`config.mk`:
```
export PLATFORM = sky130hd
export DESIGN_NAME = tia_object_position_counter_flat
export DESIGN_NICKNAME = d
export VERILOG_FILES = /design/src/rtl/tia_object_position_counter_if.sv /design/src/rtl/tia_object_position_counter.sv /design/src/flat_wrapper.sv
export SDC_FILE = /design/constraint.sdc
export NUM_CORES = 1
export LEC_CHECK = 0
export CAP_MARGIN = 20
export CORE_UTILIZATION = 45
export CTS_CLUSTER_SIZE = 10
export DETAILED_ROUTE_END_ITERATION = 10
export HOLD_SLACK_MARGIN = 0.03
export PLACE_DENSITY = 0.73
export SLEW_MARGIN = 10
export SYNTH_ARGS = -nofsm -noshare
export SYNTH_HDL_FRONTEND = slang
export SYNTH_SLANG_ARGS = --single-unit
```
`constraint.sdc`:
```
create_clock -name clk -period 3.2 [get_ports clk]
set_clock_uncertainty 0.05 [all_clocks]
set_input_delay 0.64 -clock clk [delete_from_list [all_inputs] [get_ports clk]]
set_output_delay 0.64 -clock clk [all_outputs]
set_load 0.02 [all_outputs]
```
`src/rtl/tia_object_position_counter_if.sv`:
```
// Signal bundle between the TIA object logic and its position counter.
// The master drives the motion controls and samples the count, start and scale results.
interface tia_object_position_counter_if;
  logic       hblank;
  logic       ec_bar;
  logic       resp;
  logic [2:0] nusiz;
  logic [7:0] count;
  logic       start;
  logic [1:0] scale;

  modport master (
    output hblank,
    output ec_bar,
    output resp,
    output nusiz,
    input  count,
    input  start,
    input  scale
  );

  modport slave (
    input  hblank,
    input  ec_bar,
    input  resp,
    input  nusiz,
    output count,
    output start,
    output scale
  );
endinterface

```
`src/rtl/tia_object_position_counter.sv`:
```
// Object horizontal position counter: modulo-160 count advanced by the motion clock or by
// HMOVE extra clocks, with copy-start decode driven by nusiz.
module tia_object_position_counter (
  input logic                          clk,
  input logic                          r,
  tia_object_position_counter_if.slave io_bus
);

  logic [7:0] r_count;
  logic       r_start;
  logic [1:0] r_scale;

  logic [7:0] w_count_d;
  logic       w_adv;
  logic       w_offset_hit;
  logic       w_start_d;
  logic [1:0] w_scale_d;

  always_comb begin
    w_adv     = ~io_bus.hblank | ~io_bus.ec_bar;
    w_count_d = r_count;
    if (io_bus.resp) begin
      w_count_d = 8'd0;
    end else if (w_adv) begin
      w_count_d = (r_count == 8'd159) ? 8'd0 : r_count + 8'd1;
    end
  end

  // A next count of 0 reached through an advance can only come from the 159->0 wrap.
  always_comb begin
    w_offset_hit = 1'b0;
    unique case (io_bus.nusiz)
      3'b001:  w_offset_hit = (w_count_d == 8'd0) || (w_count_d == 8'd16);
      3'b010:  w_offset_hit = (w_count_d == 8'd0) || (w_count_d == 8'd32);
      3'b011:  w_offset_hit = (w_count_d == 8'd0) || (w_count_d == 8'd16) ||
                              (w_count_d == 8'd32);
      3'b100:  w_offset_hit = (w_count_d == 8'd0) || (w_count_d == 8'd64);
      3'b110:  w_offset_hit = (w_count_d == 8'd0) || (w_count_d == 8'd32) ||
                              (w_count_d == 8'd64);
      default: w_offset_hit = (w_count_d == 8'd0);
    endcase
    w_start_d = w_adv & ~io_bus.resp & w_offset_hit;
  end

  always_comb begin
    w_scale_d = 2'd0;
    if (io_bus.nusiz == 3'b101) begin
      w_scale_d = 2'd1;
    end else if (io_bus.nusiz == 3'b111) begin
      w_scale_d = 2'd2;
    end
  end

  always_ff @(posedge clk) begin
    if (r) begin
      r_count <= 8'd0;
      r_start <= 1'b0;
      r_scale <= 2'd0;
    end else begin
      r_count <= w_count_d;
      r_start <= w_start_d;
      r_scale <= w_scale_d;
    end
  end

  assign io_bus.count = r_count;
  assign io_bus.start = r_start;
  assign io_bus.scale = r_scale;

endmodule

```
`src/flat_wrapper.sv`:
```
// flat-port wrapper written by rule: the top's interface ports become plain ports
module tia_object_position_counter_flat 
  (clk, r, io_bus_hblank, io_bus_ec_bar, io_bus_resp, io_bus_nusiz, io_bus_count, io_bus_start, io_bus_scale);
  tia_object_position_counter_if io_bus_i ();
  input logic clk;
  input logic r;
  input wire logic [$bits(io_bus_i.hblank)-1:0] io_bus_hblank;
  input wire logic [$bits(io_bus_i.ec_bar)-1:0] io_bus_ec_bar;
  input wire logic [$bits(io_bus_i.resp)-1:0] io_bus_resp;
  input wire logic [$bits(io_bus_i.nusiz)-1:0] io_bus_nusiz;
  output wire logic [$bits(io_bus_i.count)-1:0] io_bus_count;
  output wire logic [$bits(io_bus_i.start)-1:0] io_bus_start;
  output wire logic [$bits(io_bus_i.scale)-1:0] io_bus_scale;
  assign io_bus_i.hblank = io_bus_hblank;
  assign io_bus_i.ec_bar = io_bus_ec_bar;
  assign io_bus_i.resp = io_bus_resp;
  assign io_bus_i.nusiz = io_bus_nusiz;
  assign io_bus_count = io_bus_i.count;
  assign io_bus_start = io_bus_i.start;
  assign io_bus_scale = io_bus_i.scale;
  tia_object_position_counter u_core (.clk(clk), .r(r), .io_bus(io_bus_i));
endmodule
```
==> key figures <==
Run status
  – Status: finished, final reports clean

Setup path
  – Max incr delay on CP: 680 ps
  – CP max stage cell: clkdlybuf4s50_1
  – Reg2Reg Launch Point: u_core.io_bus.count[1]$_SDFF_PP0_
  – Crit path launch type: flip-flop
  – Critical path launch point: u_core.io_bus.count[4]$_SDFF_PP0_
  – Worst path buffer plus inverter count: 1
  – Cell-by-cell trace of the critical path: clkdlybuf4s50_1
  – Crit path max fanout: 10
  – CP endpoint kind: primary output
  – R2R cell count: 6
  – CP Depth: 1
  – Family with the most delay on the worst path: buffers and inverters
  – Req. time, crit path: 2510 ps
  – Critical Path AT: 1510 ps
  – WS Path Type: reg2out
  – Worst reg-to-reg setup slack: 1430 ps

Synth
  – Top cell type's share of synthesized area: 31.5%
  – Top cells by area, synth: dfxtp_1 (31%), nor2_1 (6.4%), xnor2_1 (6.3%), xor2_1 (5.0%), o311ai_2 (4.7%)
  – Sequential-to-total area share from yosys stat: 31.5%
  – Register bit count reported by yosys: 11
  – Most frequent cell after synthesis: nor2_1
  – Cell count after synthesis: 79
  – EDFF count, synth: 0
  – Area leader, netlist: dfxtp_1
  – Synth warnings: 0
  – Mapped Area: 699 um^2
  – Synth async-reset ratio: 0%
  – Mean Syn Cell Area: 8.85 um^2
  – Most frequent cells after synthesis: nor2_1 (12), dfxtp_1 (11), nand2_1 (7)
  – Top_reg_cell synth: dfxtp_1
  – Mapped Nets: 88
  – Post-synthesis cell type count: 31

Worst hold path
  – WHS Path Cells: 2
  – Min-Delay Startpoint: u_core.io_bus.count[1]$_SDFF_PP0_
  – HP Class: reg2reg

Layout
  – Layout cell share with drive strength beyond 1: 13.3%
  – Post-layout utilization of the core: 65.5%
  – Multi-input logic area: 445 um^2
  – FF+latch area: 220 um^2
  – Fillers: 133
  – Area grow syn2layout: 27.9%
  – Nets: 108
  – ANT cells: 0
  – Cell area after layout: 895 um^2
  – Final Non-Filler Cells: 113

Global route
  – Largest net degree at the start of global routing: 11
  – Vias in the first global route: 573
  – Gr ovfl total: 0
  – Initial antenna violation count: 0
  – Tot GR Track Use: 17.8%
  – First-pass GRT wire length: 2.42 mm

CTS
  – Clock Path Buffers: 2
  – CTS tree: built
  – Clk sinks: 11
  – Htree depth: 1
  – Post_cts resized: 0
  – Setup Buffers After CTS: 0
  – Clock-pin slew on the worst setup and hold paths: 80 ps
  – CTS Root Buffer Type: clkbuf_4
  – CTS buffer count: 3
  – Clk Latency, worst-skew pair: 270 ps
  – Hold-fix buffers, CTS: 0

Route
  – WL/cell: 13.1 um
  – First-pass DRT Iterations: 4
  – Initial DRC count: 17
  – Via count: 635
  – Drt via density: 5.62
  – Final WL: 1.48 mm
  – Final ANT Viol Nets: 0
  – Residual DRC count: 0

Power
  – P per Cell Area: 309 nW/um^2
  – Lkg Pwr: 0.000313 uW
  – VDD IR-drop max: 0.163 mV

Floorplanning
  – Die Height: 41.4 um
  – Die area: 1720 um^2
  – Starting density of the core: 51.2%
  – Core area: 1370 um^2
  – Die W: 41.4 um
  – Row cnt: 13
  – Io pins: 19

Timing
  – Slew Viols, Final: 0
  – RSZ-0062 raised after global routing: no
  – Max frequency: 455 MHz
  – Final hold violations: 0
  – Final setup violation count: 0
  – Tcrit/Tclk final: 68.8%
  – Max-slew headroom: 73.8%
  – Measured slew at the worst slew-check pin: 392 ps
  – Tmin final: 2200 ps
  – TNS Setup: 0 ps

Run
  – Max-cap violation count: 0

Placement
  – Routability cong.: 0.856
  – DP Area: 868 um^2
  – I/O Buffers: 18
  – Placed Instances: 109
  – Post-DP HPWL: 1.14 mm
==> metal layers <==
layer | up-vias | wire (um) | global-route usage (%)
met5 | - | 0 | 0
met4 | 0 | 6 | 5.81
met3 | 2 | 56 | 4.35
met2 | 10 | 619 | 25.9
met1 | 302 | 796 | 25.4
li1 | 321 | - | -
==> metrics by stage <==
stage               total power (uW)  setup slack, ps  hold slack [ps]
detailed placement               186              928              516
finish                           276             1000              537
CTS                              280              989              529
global placement                 185              963              501
floorplan                        164             1500              548
global route                     292              898              569
==> worst reg2reg max path, cell delays in order, from the launching register on <==
cell,delay [ps]
dfxtp_1,450
ha_1,270
and3_4,230
nand4_2,110
xor2_1,190
o41ai_2,290
nor3_1,70
==> path summary, 6_finish.rpt <==
check / to
setup / recovery: io_bus_count[4]
hold / removal: u_core.io_bus.count[1]$_SDFF_PP0_
setup reg to reg: u_core.io_bus.start$_SDFF_PP0_
hold reg to reg: u_core.io_bus.count[1]$_SDFF_PP0_
==> report_power, final <==
group	internal (uW)	total (uW)	switching (uW)	leakage (uW)
registers	139	141	1.73	0.0000891
logic	20.3	41.9	21.5	0.000209
clock network	48.1	93.2	45.1	0.0000150
total	208	276	68.4	0.000313
==> cell usage in the layout (no fill, tap or decap), types with 3 or more instances in the layout <==
master	Yosys	routed
clkdlybuf4s50_1	0	18
xnor2_1	5	5
a21oi_1	4	4
dfxtp_1	11	11
nor2_1	12	12
clkbuf_4	0	3
nand2_1	7	7
nor3_1	3	3
xor2_1	4	4
nand3_1	6	6
==> state kept, by name, indices dropped and copies added (netlist names) <==
signal               flops
u_core.io_bus.start      1
u_core.io_bus.count      8
u_core.io_bus.scale      2
==> final cells by class <==
type	instances	share of cell area [%]
Tap cell	15	2.10
Clock buffer	4	2.94
Inverter	1	0.420
Sequential cell	11	24.6
Multi-Input combinational cell	64	49.8
Timing Repair Buffer	18	20.1
==> cell families after synthesis <==
kind of cell    Yosys count  share of synthesized area [%]
simple gates             40                           31.5
compound gates           14                           19.1
flops                    11                           31.5
xor+xnor                  9                           11.3
buf+inv                   4                           4.83
fa+ha+maj                 1                           1.79
Power figures use the tool's default switching activity.
